## src/rtl/param_flash_loader_if.sv

```systemverilog
`timescale 1ns/1ps
// Pin bundle between the parameter loader, the SPI flash and the SRAM write port.
// The master side is the loader; the slave side is the flash/SRAM pair.
interface param_flash_loader_if;
  logic        o_spi_cs_n;
  logic        o_spi_sck;
  logic        o_spi_mosi;
  logic        i_spi_miso;
  logic        o_sram_csen;
  logic        o_sram_wren;
  logic        o_sram_rden;
  logic [17:0] o_sram_addr;
  logic [15:0] o_sram_data;

  modport master (
    output o_spi_cs_n, o_spi_sck, o_spi_mosi,
    input  i_spi_miso,
    output o_sram_csen, o_sram_wren, o_sram_rden, o_sram_addr, o_sram_data
  );

  modport slave (
    input  o_spi_cs_n, o_spi_sck, o_spi_mosi,
    output i_spi_miso,
    input  o_sram_csen, o_sram_wren, o_sram_rden, o_sram_addr, o_sram_data
  );
endinterface

```

## src/rtl/param_flash_loader.sv

```systemverilog
`timescale 1ns/1ps
// Copies WORD_NUM 16-bit words from SPI flash (one continuous 0x03 read) into SRAM 0..WORD_NUM-1.
// Define PARAM_CHECKSUM_EN to read one trailing checksum word and flag a nonzero block sum.
module param_flash_loader #(
  parameter logic [23:0] FLASH_BASE_ADDR = 24'h0F0000,
  parameter int          WORD_NUM        = 16,
  parameter int          SCK_DIV         = 2
) (
  input  logic                        i_clk_50m,
  input  logic                        i_rst,
  input  logic                        i_load_start,
  param_flash_loader_if.master        bus,
  output logic                        o_read_complete_sig,
  output logic                        o_busy,
  output logic                        o_cks_err
);

  typedef enum logic [6:0] {
    IDLE  = 7'b0000001,
    CMD   = 7'b0000010,
    RDATA = 7'b0000100,
    WRITE = 7'b0001000,
    NEXT  = 7'b0010000,
    DONE  = 7'b0100000,
    ERR   = 7'b1000000
  } state_t;

  localparam logic [31:0] CMD_WORD = {8'h03, FLASH_BASE_ADDR};
  localparam logic [17:0] LAST_IDX = 18'(WORD_NUM - 1);
  localparam logic [7:0]  DIV_LAST = 8'(SCK_DIV - 1);

  state_t      state_reg, state_next;
  logic [31:0] shift_reg;
  logic [15:0] data_reg;
  logic [17:0] idx_reg;
  logic [7:0]  div_reg;
  logic [4:0]  bit_reg;
  logic        sck_reg;
  logic        cs_n_reg;
  logic        csen_reg;
  logic        wren_reg;
  logic [17:0] addr_reg;
  logic [15:0] wdata_reg;
  logic        complete_reg;
  logic        busy_reg;

  logic phase_end, sck_rise, sck_fall, last_bit, last_word, spi_active;

  assign phase_end  = (div_reg == DIV_LAST);
  assign sck_rise   = phase_end & ~sck_reg;
  assign sck_fall   = phase_end &  sck_reg;
  assign last_bit   = (state_reg == CMD) ? (bit_reg == 5'd31) : (bit_reg == 5'd15);
  assign last_word  = (idx_reg == LAST_IDX);
  assign spi_active = (state_reg == CMD) || (state_reg == RDATA);

`ifdef PARAM_CHECKSUM_EN
  logic [15:0] sum_reg;
  logic [15:0] cks_total;
  logic        cks_phase_reg;
  logic        cks_err_reg;
  assign cks_total = sum_reg + data_reg;
`endif

  always_ff @(posedge i_clk_50m) begin
    if (i_rst) state_reg <= IDLE;
    else       state_reg <= state_next;
  end

  always_comb begin
    state_next = state_reg;
    case (state_reg)
      IDLE:  if (i_load_start) state_next = CMD;
      CMD:   if (sck_fall && last_bit) state_next = RDATA;
      RDATA: if (sck_fall && last_bit) begin
`ifdef PARAM_CHECKSUM_EN
        if (cks_phase_reg) state_next = (cks_total == 16'h0000) ? DONE : ERR;
        else               state_next = WRITE;
`else
        state_next = WRITE;
`endif
      end
      WRITE: state_next = NEXT;
      NEXT: begin
`ifdef PARAM_CHECKSUM_EN
        state_next = RDATA;
`else
        state_next = last_word ? DONE : RDATA;
`endif
      end
      DONE:    state_next = IDLE;
      ERR:     state_next = IDLE;
      default: state_next = IDLE;
    endcase
  end

  // Pin-level outputs are registered from state_next so they line up with the state they describe.
  always_ff @(posedge i_clk_50m) begin
    if (i_rst) begin
      shift_reg    <= '0;
      data_reg     <= '0;
      idx_reg      <= '0;
      div_reg      <= '0;
      bit_reg      <= '0;
      sck_reg      <= 1'b0;
      cs_n_reg     <= 1'b1;
      csen_reg     <= 1'b0;
      wren_reg     <= 1'b1;
      addr_reg     <= '0;
      wdata_reg    <= '0;
      complete_reg <= 1'b0;
      busy_reg     <= 1'b0;
`ifdef PARAM_CHECKSUM_EN
      sum_reg       <= '0;
      cks_phase_reg <= 1'b0;
      cks_err_reg   <= 1'b0;
`endif
    end else begin
      cs_n_reg     <= !((state_next == CMD) || (state_next == RDATA) ||
                        (state_next == WRITE) || (state_next == NEXT));
      busy_reg     <= (state_next != IDLE);
      complete_reg <= (state_next == DONE);
      csen_reg     <= (state_next == WRITE);
      wren_reg     <= (state_next != WRITE);
      addr_reg     <= (state_next == WRITE) ? idx_reg  : '0;
      wdata_reg    <= (state_next == WRITE) ? data_reg : '0;

      if (spi_active) begin
        if (phase_end) begin
          div_reg <= '0;
          sck_reg <= ~sck_reg;
        end else begin
          div_reg <= div_reg + 8'd1;
        end
        if (sck_rise && state_reg == RDATA) data_reg <= {data_reg[14:0], bus.i_spi_miso};
        if (sck_fall) begin
          // Shifting zeros in leaves MOSI low once the command has gone out.
          shift_reg <= {shift_reg[30:0], 1'b0};
          bit_reg   <= last_bit ? 5'd0 : bit_reg + 5'd1;
        end
      end

      case (state_reg)
        IDLE: if (i_load_start) begin
          shift_reg <= CMD_WORD;
          idx_reg   <= '0;
          div_reg   <= '0;
          bit_reg   <= '0;
          sck_reg   <= 1'b0;
`ifdef PARAM_CHECKSUM_EN
          sum_reg       <= '0;
          cks_phase_reg <= 1'b0;
          cks_err_reg   <= 1'b0;
`endif
        end
        WRITE: begin
`ifdef PARAM_CHECKSUM_EN
          sum_reg <= sum_reg + data_reg;
`endif
        end
        NEXT: begin
          if (!last_word) idx_reg <= idx_reg + 18'd1;
`ifdef PARAM_CHECKSUM_EN
          else            cks_phase_reg <= 1'b1;
`endif
        end
        CMD, RDATA, DONE, ERR: ;
        default: begin
          shift_reg <= '0;
          sck_reg   <= 1'b0;
        end
      endcase

`ifdef PARAM_CHECKSUM_EN
      if (state_next == ERR) cks_err_reg <= 1'b1;
`endif
    end
  end

  assign bus.o_spi_cs_n      = cs_n_reg;
  assign bus.o_spi_sck       = sck_reg;
  assign bus.o_spi_mosi      = shift_reg[31];
  assign bus.o_sram_csen     = csen_reg;
  assign bus.o_sram_wren     = wren_reg;
  assign bus.o_sram_rden     = 1'b1;
  assign bus.o_sram_addr     = addr_reg;
  assign bus.o_sram_data     = wdata_reg;
  assign o_read_complete_sig = complete_reg;
  assign o_busy              = busy_reg;
`ifdef PARAM_CHECKSUM_EN
  assign o_cks_err = cks_err_reg;
`else
  assign o_cks_err = 1'b0;
`endif

endmodule

```

## src/flat_wrapper.sv

```systemverilog
// flat-port wrapper written by rule: the top's interface ports become plain ports
module param_flash_loader_flat 
#(
  parameter logic [23:0] FLASH_BASE_ADDR = 24'h0F0000,
  parameter int          WORD_NUM        = 16,
  parameter int          SCK_DIV         = 2
)
  (i_clk_50m, i_rst, i_load_start, o_read_complete_sig, o_busy, o_cks_err, bus_o_spi_cs_n, bus_o_spi_sck, bus_o_spi_mosi, bus_i_spi_miso, bus_o_sram_csen, bus_o_sram_wren, bus_o_sram_rden, bus_o_sram_addr, bus_o_sram_data);
  param_flash_loader_if bus_i ();
  input  logic i_clk_50m;
  input  logic i_rst;
  input  logic i_load_start;
  output logic o_read_complete_sig;
  output logic o_busy;
  output logic o_cks_err;
  output wire logic [$bits(bus_i.o_spi_cs_n)-1:0] bus_o_spi_cs_n;
  output wire logic [$bits(bus_i.o_spi_sck)-1:0] bus_o_spi_sck;
  output wire logic [$bits(bus_i.o_spi_mosi)-1:0] bus_o_spi_mosi;
  input wire logic [$bits(bus_i.i_spi_miso)-1:0] bus_i_spi_miso;
  output wire logic [$bits(bus_i.o_sram_csen)-1:0] bus_o_sram_csen;
  output wire logic [$bits(bus_i.o_sram_wren)-1:0] bus_o_sram_wren;
  output wire logic [$bits(bus_i.o_sram_rden)-1:0] bus_o_sram_rden;
  output wire logic [$bits(bus_i.o_sram_addr)-1:0] bus_o_sram_addr;
  output wire logic [$bits(bus_i.o_sram_data)-1:0] bus_o_sram_data;
  assign bus_o_spi_cs_n = bus_i.o_spi_cs_n;
  assign bus_o_spi_sck = bus_i.o_spi_sck;
  assign bus_o_spi_mosi = bus_i.o_spi_mosi;
  assign bus_i.i_spi_miso = bus_i_spi_miso;
  assign bus_o_sram_csen = bus_i.o_sram_csen;
  assign bus_o_sram_wren = bus_i.o_sram_wren;
  assign bus_o_sram_rden = bus_i.o_sram_rden;
  assign bus_o_sram_addr = bus_i.o_sram_addr;
  assign bus_o_sram_data = bus_i.o_sram_data;
  param_flash_loader #(.FLASH_BASE_ADDR(FLASH_BASE_ADDR), .WORD_NUM(WORD_NUM), .SCK_DIV(SCK_DIV)) u_core (.i_clk_50m(i_clk_50m), .i_rst(i_rst), .i_load_start(i_load_start), .bus(bus_i), .o_read_complete_sig(o_read_complete_sig), .o_busy(o_busy), .o_cks_err(o_cks_err));
endmodule
```

## config.mk

```make
export PLATFORM = sky130hd
export DESIGN_NAME = param_flash_loader_flat
export DESIGN_NICKNAME = d
export VERILOG_FILES = /design/src/rtl/param_flash_loader_if.sv /design/src/rtl/param_flash_loader.sv /design/src/flat_wrapper.sv
export SDC_FILE = /design/constraint.sdc
export NUM_CORES = 1
export LEC_CHECK = 0
export ABC_AREA = 1
export CAP_MARGIN = 40
export CORE_ASPECT_RATIO = 2
export CORE_MARGIN = 8
export CORE_UTILIZATION = 40
export CTS_CLUSTER_SIZE = 8
export DETAILED_ROUTE_END_ITERATION = 10
export GPL_ROUTABILITY_DRIVEN = 0
export GPL_TIMING_DRIVEN = 0
export MAX_ROUTING_LAYER = met4
export PLACE_DENSITY = 0.59
export SYNTH_ARGS = -nofsm -noshare
export SYNTH_HDL_FRONTEND = slang
export SYNTH_SLANG_ARGS = --single-unit
```

## constraint.sdc

```tcl
create_clock -name i_clk_50m -period 1.8 [get_ports i_clk_50m]
set_input_delay 0.18 -clock i_clk_50m [delete_from_list [all_inputs] [get_ports i_clk_50m]]
set_output_delay 0.18 -clock i_clk_50m [all_outputs]
set_load 0.01 [all_outputs]
```

### Word level (Yosys, flattened, before mapping)

Cells that the tools add are included.

| word-level totals | value |
|---|---|
| input bits | 4 |
| bits in registers | 126 |
| output and inout port bits | 43 |
| logic and storage cells | 79 |

| cells by class | value |
|---|---|
| multiplexer cells | 26 |
| add/sub/neg operators | 3 |
| reduce and logical (&&, ||, !) cells | 12 |
| eq/ne operators | 20 |
| bitwise gates (word level) | 4 |

Operators by type and width:

| cell | number |
|---|---|
| 32-bit two-way mux | 3 |
| 32-bit case mux with 2 select lines | 1 |
| 18-bit two-way mux | 2 |
| 18-bit case mux with 2 select lines | 1 |
| 7-bit case mux with 5 select lines | 1 |
| 8-bit two-way mux | 4 |
| 5-bit two-way mux | 5 |
| 7-bit two-way mux | 3 |
| 18-bit by 1-bit adder with 18-bit output, second input constant | 1 |
| 18-bit by 4-bit equality test with 1-bit output, second input constant | 1 |
| 7-bit by 2-bit equality test with 1-bit output, second input constant | 2 |
| 7-bit by 3-bit equality test with 1-bit output, second input constant | 2 |
| 7-bit by 4-bit equality test with 1-bit output, second input constant | 2 |
| 7-bit by 5-bit equality test with 1-bit output, second input constant | 2 |
| 7-bit by 6-bit equality test with 1-bit output, second input constant | 2 |
| 8-bit by 1-bit adder with 8-bit output, second input constant | 1 |
| 8-bit by 1-bit equality test with 1-bit output, second input constant | 1 |
| 7-bit by 1-bit equality test with 1-bit output, second input constant | 1 |
| 7-bit equality test, second input constant | 1 |
| 7-bit by 1-bit inequality test with 1-bit output, second input constant | 1 |
| 7-bit by 4-bit inequality test with 1-bit output, second input constant | 1 |
| 6-bit two-way mux | 1 |
| 6-bit OR reduction | 1 |
| 5-bit by 1-bit adder with 5-bit output, second input constant | 1 |
| other kinds (14) | 24 |

### Longest topological paths before layout

Gate-level depths: netlist of run 1.

| depth | value |
|---|---|
| depth in word-level cells | 10 |
| depth in mapped cells | 13 |
| mapped depth without buffers | 13 |

### Worst setup path before layout of run 1

OpenSTA, ideal clock, no wires.

| path | value |
|---|---|
| path kind | reg-to-reg |
| start | reg u_core.div_reg[0] |
| end | reg u_core.addr_reg[17], in the netlist u_core.bus.o_sram_addr[17] |
| arrival | 1.787 ns |
| setup slack | -0.051 ns |
| required time | 1.736 ns |
| clock period less this slack | 1.851 ns |
| setup time | 0.064 ns |
| path buffers | 1 |
| stages on the path, launching flop included | 12 |
| cells stage by stage | dfxtp_1 ha_1 nand4_1 nor2_1 ha_1 inv_1 nor2_1 nand3_2 nor2_2 nand2_2 buf_4 nor2_1 |

| on the way | value |
|---|---|
| word-level cells in the longest chain between the ends | 8 |
| elaborated cells on any way between the ends | 9 |
| classes of those cells | eq/ne: 2; mux: 3; bitwise: 2; reduce/logical: 2 |

Ends and longest elaborated chain:

| item | line | text |
|---|---|---|
| from (decl) | param_flash_loader.sv:36 | `logic [7:0] div_reg;` |
| from (signal assigned) | param_flash_loader.sv:132 | `div_reg <= div_reg + 8'd1;` |
| 8-bit by 1-bit equality test with 1-bit output (*) | param_flash_loader.sv:49 | `assign phase_end = (div_reg == DIV_LAST);` |
| 1-bit bitwise AND (*) | param_flash_loader.sv:51 | `assign sck_fall = phase_end & sck_reg;` |
| 1-bit logical AND (*) | param_flash_loader.sv:73, param_flash_loader.sv:74 |  |
| 7-bit two-way mux (on tied branches) | param_flash_loader.sv:74, param_flash_loader.sv:73 |  |
| 7-bit case mux with 5 select lines (*) | param_flash_loader.sv:71 | `case (state_reg)` |
| 7-bit by 4-bit equality test with 1-bit output (*) | param_flash_loader.sv:124 | `addr_reg <= (state_next == WRITE) ? idx_reg : '0;` |
| 1-bit inverter (no line) (*) | -- |  |
| 2-bit OR reduction (no line) (*) | -- |  |
| to (signal assigned) | param_flash_loader.sv:124 |  |
| to (decl) | param_flash_loader.sv:42 | `logic [17:0] addr_reg;` |

Every way passes the cells marked *; elsewhere a longest branch is shown, timed or not.
A chain may end at the register's enable or synchronous reset.

### Final worst setup path of run 1

| path | value |
|---|---|
| start | reg u_core.div_reg[1] |
| end | reg u_core.addr_reg[16], in the netlist u_core.bus.o_sram_addr[16] |

The elaborated chain is that of the path after synthesis.

==> results of run 1 <==
==> layer usage <==
layer,wire [µm],share of wire [%],vias up,track usage (%)
met2,7640,58,102,29.9
met3,477,3.6,33,4.64
li1,-,-,2243,-
met4,463,3.5,0,9.04
met1,4520,35,2114,14.4
met5,0,0,-,-
==> stage by stage <==
step	TNS (ns)	utilization, %	area (µm²)
finish	-0.779	56.0	7030
detailed placement	-20.06	45.9	5770
CTS	-1.20	53.7	6750
floorplan	0	-	5140
global placement	-17.68	45.9	5770
global route	-4.51	56.0	7030
==> layout by cell type, fill, tap and decap left out, types with 10 or more instances in the layout <==
| cell | Yosys | layout |
|---|---|---|
| sky130_fd_sc_hd__buf_4 | 3 | 18 |
| sky130_fd_sc_hd__nand2_2 | 17 | 16 |
| sky130_fd_sc_hd__nor2_4 | 2 | 25 |
| sky130_fd_sc_hd__inv_1 | 75 | 70 |
| sky130_fd_sc_hd__nand4_1 | 12 | 12 |
| sky130_fd_sc_hd__a21oi_1 | 37 | 37 |
| sky130_fd_sc_hd__nand3_1 | 44 | 41 |
| sky130_fd_sc_hd__nor2_1 | 114 | 82 |
| sky130_fd_sc_hd__o21ai_0 | 30 | 21 |
| sky130_fd_sc_hd__clkbuf_16 | 0 | 19 |
| sky130_fd_sc_hd__clkdlybuf4s50_1 | 0 | 44 |
| sky130_fd_sc_hd__nand2_1 | 85 | 83 |
| sky130_fd_sc_hd__dfxtp_1 | 126 | 119 |
| sky130_fd_sc_hd__mux2i_1 | 21 | 21 |
| sky130_fd_sc_hd__o21ai_1 | 1 | 10 |
| sky130_fd_sc_hd__nor2_2 | 2 | 11 |
| sky130_fd_sc_hd__nor3_1 | 15 | 11 |
| sky130_fd_sc_hd__a21oi_2 | 10 | 10 |
==> path summary, 6_finish.rpt <==
path                           endpoint           startpoint  cells past startpoint  slack (ns)
max          u_core.bus.o_sram_addr[16]    u_core.div_reg[1]                     13       -0.05
min                  u_core.idx_reg[17]                i_rst                      2        0.44
max reg2reg  u_core.bus.o_sram_addr[16]    u_core.div_reg[1]                     13       -0.05
min reg2reg  u_core.bus.o_sram_data[15]  u_core.data_reg[15]                      2        0.45
==> power breakdown <==
group          internal (W)  switching (W)  total, W
clock               0.00205        0.00121   0.00327
sequential          0.00281      0.0000163   0.00282
combinational     0.0000774       0.000136  0.000214
==> logic make-up (layout without fill, tap and decap cells) <==
| kind of cell | after synthesis | count (layout) |
|---|---|---|
| adders and majority gates | 6 | 6 |
| and+or+nand+nor | 304 | 305 |
| buffers and inverters | 101 | 198 |
| xor gates and xnor gates | 4 | 4 |
| other | 2 | 3 |
| DFF | 126 | 126 |
| muxes | 21 | 21 |
| AOI/OAI and AO/OA | 81 | 81 |
==> area by class of cell <==
class	instances	area share [%]
plain buffers	21	2.85
clock buffers	20	6.35
clock inverters	10	1.67
inverters	79	4.36
multi-input cells	420	35.7
flip-flops and latches	126	36.0
well taps	150	2.67
repair buffers	68	10.4
==> timing repair <==
item / in CTS / in global routing
cloned: 4 / 2
pin swaps: 9 / 9
setup endpoints to repair: 69 / 105
setup buffers: 11 / 8
resized for setup: 72 / 58
==> worst register-to-register path, delay by kind of cell, from the launching register on <==
family        cells  cell delay [ns]
simple gates      7             0.78
fa+ha+maj         2             0.30
buf+inv           4             0.41
flops             1             0.32
==> results by stage, run 1 <==
Yosys:
- The yosys synthesis warning count is 0.
- The share of the synthesized area in compound gates (AO/OA/AOI/OAI) is under 10%.
- Synthesis handed over a netlist of between 600 and 700 instances.
- The number of different library cells used by synthesis comes to 37.
- Sequential elements use 49.2% of the synthesized area.
- The adder-cell share of the synthesized area is 1.46%.
- The combinational family with the most area after synthesis is simple AND/OR/NAND/NOR gates.
- Ranked by total cell area, the synthesized netlist is headed by sky130_fd_sc_hd__dfxtp_1 49%, sky130_fd_sc_hd__nor2_1 8.3%, sky130_fd_sc_hd__nand2_1 6.2%.
- Counting flops with a built-in enable in the synthesized netlist gives 0.
- The area share of xor/xnor cells in the synthesized design is 0.683%.
- Ranked by instance count, the synthesized netlist is headed by 126 x sky130_fd_sc_hd__dfxtp_1, 114 x sky130_fd_sc_hd__nor2_1, 85 x sky130_fd_sc_hd__nand2_1.
- The area share of the largest cell type after synthesis is 49.2%.
- Multiplexer cells account for 4.10% of the synthesized area.
- The dominant register cell in the synthesized netlist is sky130_fd_sc_hd__dfxtp_1.
- The combined area of all synthesized cells is 0.00513 mm².
- The synthesized netlist devotes 26.8% of its cell area to simple gates.
- The synthesized flop and latch total is 126.
- The async set or reset register ratio after synthesis is 0%.
- The biggest area contributor in the post-synthesis netlist is sky130_fd_sc_hd__dfxtp_1.
- Each instance of the synthesized netlist takes up on average a little under 8 µm².
- The most frequent cell after synthesis is sky130_fd_sc_hd__dfxtp_1.

Floorplanning:
- The floorplan step set the die width to 96.1 µm.
- The die covers roughly 0.017 mm².
- The initial standard-cell utilization of the core is between 40% and 50%.
- The area of the core is 0.0126 mm².
- The number of rows created at floorplan is just under 60.
- 47 I/O pins were placed.
- The die is 176 µm tall.

Worst setup path:
- The startpoint type of the worst setup path is a flip-flop.
- The peak fanout along the critical path is 4.
- The kind of end point of the critical path is a flip-flop.
- The cell that appears most often on the critical path is sky130_fd_sc_hd__nor2_4.
- Data on the critical path arrives at its endpoint at ~2.2 ns.
- The critical path's top delay family is simple AND/OR/NAND/NOR gates.
- The data required time of the critical path is 2.15 ns.
- The signal on the critical path passes through inv_2 > ha_4 > nand4_1 > nor2_2 > ha_4 > inv_2 > nor2_4 > nand3_4 > nor2_4 > buf_6 > nand2_8 > buf_6 > nor2_4.
- The worst-path cell with the longest stage delay is sky130_fd_sc_hd__dfxtp_2.
- Together, buffers and inverters on the worst path number 4.
- For this run, the slowest stage of the critical path takes ~0.32 ns.
- The worst setup path is of the reg2reg kind.

Power and ir drop:
- The ratio of total power to cell area is ~900 mW/mm².
- The analysis attributes to cell leakage a power of 2.70 nW.
- The peak supply drop is 642 µV.
- After layout, the design draws a total of about 0.0063 W.

Drt:
- In the routed layout, each cell is associated on average with a via count of 5.02.
- For this run, the detailed router's first-pass iteration total came to 4.
- The routed design has 13100 µm of wire.
- The via count of the routed design is 4492.
- The number of DRC violations after detailed-routing iteration 0 is roughly 240.
- In the final routed layout, each cell accounts on average for 14.6 µm.
- The detailed-route DRC error count is 0.
- The final antenna-violating net count is 0.

Layout:
- Cells with a size suffix above 1 make up 22.7% of the layout.
- Compared with the post-synthesis result, the final layout area differs by 37.2%.
- In the final layout, the multi-input gates occupy 0.00251 mm².
- In the final design database the tool counted 743 nets.
- The number of filler cells placed in the layout is 1165.
- The combined flip-flop and latch cell area is around 0.0025 mm².
- The register with the most flip-flops in the layout has 32 of them.
- 0 antenna diodes ended up in the layout.
- The final standard cell count with taps included and fillers excluded is 894.

STA:
- Setup violations remaining at the end of the flow were counted as 31.
- Timing would allow up to 539 MHz.
- The actual transition at the worst max-transition pin is 0.727 ns.
- The setup clock skew after layout is 0.00828 ns.
- Across all hold checks on the routed design, the worst slack comes to ~0.44 ns.
- The number of hold violations in the final report is 0.
- Setup repair after global routing could not meet its margin everywhere.
- The total count of max-transition violations in the final report is 0.
- The smallest setup slack after layout is -0.0542 ns.
- The post-route fraction of the period consumed by the critical path is 103%.
- In this run the tightest slew margin relative to its limit is about half.
- The worst path in the final design needs a cycle of around 1.9 ns, including I/O delays and setup.

Outcome:
- The final reports fail on setup timing.
- The flow ran to the end, but the final reports show violations.

Global routing:
- The number of antenna violations at the first check in global routing is 0.
- The number of global-route vias before repair is 4439.
- The global-route total usage across every layer is 16.4%.
- The residual overflow from global routing is 0.
- The global-route wire length before repair is approximately 21000 µm.
- Entering global routing, the biggest net connects 17 pins.

Clock tree:
- TritonCTS created 17 clock buffers.
- TritonCTS built the clock tree.
- The clock tree buffer depth is 2.
- After clock tree synthesis, the clock-pin slew on the worst setup and hold paths is 0.06 ns.
- The later pin in the worst-skew pair is clocked with a latency of 0.41 ns.
- The clock net in this run drives a total of approximately 130 sinks.
- The number of buffers inserted by hold repair at cts is 0.
- CTS placed an instance of sky130_fd_sc_hd__clkbuf_16 at the clock tree root.
- The CTS H-tree depth is 4.

Flow run:
- Across the run, the number of max-cap violations was 0.

Placement:
- The count of port buffers added during placement is 44.
- In this run, placement finished with an instance count of between 800 and 900.
- Summed over all nets, the half-perimeter wirelength after detailed placement is 9060 µm.
- The worst slack after detailed placement is -0.430 ns.

Worst hold path:
- The worst hold-check path type is in2reg.
(Power assumes the default switching activity.)
==> run 2: changes to the inputs <==
CTS_CLUSTER_DIAMETER = 80   (was unset)
==> results of run 2 <==
Same layout as run 1: the final DEF is identical, and so are final timing and power.
==> run 3: changes to the inputs <==
CELL_PAD_IN_SITES_DETAIL_PLACEMENT = 1   (was unset)
CELL_PAD_IN_SITES_GLOBAL_PLACEMENT = 2   (was unset)
CORE_UTILIZATION = 30   (was 40)
PLACE_DENSITY = 0.72   (was 0.59)
SKIP_CTS_REPAIR_TIMING = 1   (was unset)
==> run 3 against run 2 <==
Net effect:
- the run still ends with setup timing left
- final cell count up 6.7%
- setup slack worse by 0.16 ns
- die area grew 29%
- clock power is 2% higher
- core utilization decreased by 12 points
- first-iteration DRC count shrank 59%
- power is 0.98% higher
- final area rose by 4.2%
- sequential share of layout area fell by 1.4 points
- critical endpoint is now u_core.bus.o_sram_data[15]
- largest cell class is now multi-input gates
==> results by stage, run 3 (synthesized netlist as in run 1, its figures left out) <==
Outcome:
- The run finished, with violations left.
- The final reports fail on setup timing.

Worst setup path:
- The arrival time reported for the critical path endpoint is 2.36 ns.
- The worst-path cell with the longest stage delay is sky130_fd_sc_hd__dfxtp_2.
- The peak fanout along the critical path is 6.
- The data required time of the critical path is between 2 and 2.5 ns.
- The category of the critical setup timing path is reg2reg.
- The critical path's most frequent cell is sky130_fd_sc_hd__nor2_4.
- Walking the worst path, the cells encountered are ha_4 > nand4_1 > nor2_4 > ha_4 > inv_2 > nor2_4 > nand3_4 > nor2_4 > nand2_8 > buf_8 > nor2_2.
- STA classifies the critical path startpoint as a flip-flop.
- The highest cell delay on the worst timing path is 0.38 ns.
- The kind of end point of the critical path is a flip-flop.

Drt:
- The count of nets left with antenna violations once routing finished came out at 0.
- The per-cell routed wire length is 16.6 µm.
- The detailed router placed 4477 vias in this run.
- The detailed-router iteration count before antenna repair is 4.
- The number of DRC violations after detailed-routing iteration 0 is 98.
- The total wire length is 15800 µm.
- For this run, design rule violations remaining after detail routing come to 0.
- Dividing the detail-routed via count by the number of cells gives 4.69.

Clock tree:
- The total clock sinks is between 100 and 150.
- The clock edge transition at the registers on the reported setup and hold paths is ~0.060 ns.
- Clock latency on the worst-skew pair, taken at its later pin, is 0.41 ns.
- The cell chosen for the clock root is sky130_fd_sc_hd__clkbuf_16.
- The CTS H-tree depth is 4.
- The clock tree buffer depth is 2.
- The number of clock buffers added by TritonCTS is 17.
- The TritonCTS clock tree is yes.

Global routing:
- The residual overflow from global routing is 0.
- The maximum number of pins on one net before global-route repair is 17.
- The number of antenna violations at the first check in global routing is 0.
- The number of global-route vias before repair is between 4000 and 5000.
- Global routing consumed, over all layers together, 14.5% of the routing resources.
- The global-route wire length before repair is ~24000 µm.

STA:
- The setup clock skew after layout is 0.00806 ns.
- Setup repair after global routing could not meet its margin everywhere.
- Hold timing on the final database bottoms out at a slack of ~0.44 ns.
- The total negative setup slack is -7.28 ns.
- In this run the tightest slew margin relative to its limit is 48.1%.
- Setup violations remaining at the end of the flow were counted as 52.
- The final period demand of the worst path is just over 2 ns.
- The maximum achievable frequency is 496 MHz.
- In the finished design, the share of the clock period the worst path needs comes to 112%.
- The total count of max-transition violations in the final report is 0.
- Once routing completed, OpenROAD measured the worst setup slack at -0.216 ns.
- The number of hold violations in the final report came to 0.
- The actual transition at the worst max-transition pin is between 0.7 and 0.8 ns.

Floorplanning:
- Pin placement for this block handled 47 I/O pins.
- The die is about 110 µm wide.
- The initial standard-cell utilization of the core is 30.6%.
- The number of rows created at floorplan is 67.
- The die is 201 µm tall.
- The area of the core is 0.0168 mm².
- The total die area is about 0.022 mm².

Power and ir drop:
- The worst-case IR drop observed on VDD is about 500 µV.
- The post-layout total power is 0.00636 W.
- The ratio of total power to cell area is 869 mW/mm².
- Summed over all cells, the static leakage comes to 2.81 nW.

Layout:
- The antenna diode instance count is 0.
- The post-synthesis to final-layout area growth is 42.9%.
- The number of filler cells placed in the layout is 1968.
- In the layout the commonest cells are 116 x sky130_fd_sc_hd__dfxtp_1, 78 x sky130_fd_sc_hd__nand2_1, 77 x sky130_fd_sc_hd__nor2_1.
- In the final layout, the share of cells above drive strength 1 is between 20% and 30%.
- The final net count is 746.
- The register with the most flip-flops in the layout has 32 of them.
- The library cell used most frequently in the layout, excluding fill and tap cells, is sky130_fd_sc_hd__dfxtp_1.
- The final standard cell utilization of the core is about 44%.

Flow run:
- Across the run, the number of max-cap violations was 0.

Placement:
- The count of port buffers added during placement is 44.
- The worst slack after detailed placement is -0.512 ns.
- Summed over all nets, the half-perimeter wirelength after detailed placement is 11100 µm.

Worst hold path:
- The tightest min-delay check is of the reg2reg type.
run 3: changes by cell type in the layout (fill, tap and decap cells not counted), sizes merged:
cell and change:
clkbuf +3, buf -1, clkinv +1
run 3: power by group:
| group | internal [W] | leakage, nW | switching (W) |
|---|---|---|---|
| Combinational | 0.0000771 | 1.51 | 0.000148 |
| Clock | 0.00208 | 0.272 | 0.00123 |
| Sequential | 0.00281 | 1.02 | 0.0000168 |
| Total | 0.00497 | 2.81 | 0.00140 |
run 3: area by class of cell:
class	count	area, µm²	share of cell area [%]
flip-flops and latches	126	2540	34.6
multi-input cells	420	2640	36.1
well taps	207	259	3.53
repair buffers	70	764	10.4
clock buffers	19	453	6.18
plain buffers	22	245	3.35
inverters	79	307	4.18
clock inverters	11	119	1.62
run 3: final timing paths:
check / from / to / slack, ns / depth (start not counted)
max reg2reg: u_core.div_reg[0] / u_core.bus.o_sram_data[15] / -0.22 / 11
min reg2reg: u_core.shift_reg[0] / u_core.shift_reg[0] / 0.44 / 2
max: u_core.div_reg[0] / u_core.bus.o_sram_data[15] / -0.22 / 11
min: u_core.shift_reg[0] / u_core.shift_reg[0] / 0.44 / 2
run 3: routing by layer:
metal  track usage, %  vias up  routed length, µm
met5                -        -                  0
met4             6.65        0                324
met3             2.83       21                259
met2             27.6       45               9630
met1             13.1     2174               5590
li1                 -     2237                  -
run 3: critical path, delay by kind of cell, from the launching register on:
kind                     cells  cell delay [ns]
flip-flops                   1             0.38
buffers and inverters        2             0.22
adder cells (fa/ha/maj)      2             0.31
AND/OR/NAND/NOR              7             1.03
run 3: through the flow:
step                      instance area [µm²]  std cells
after CTS                                6410        927
after floorplan                          5140        646
after global placement                   5840        897
after detailed placement                 5840        897
final                                    7330        954
after global routing                     7330        954
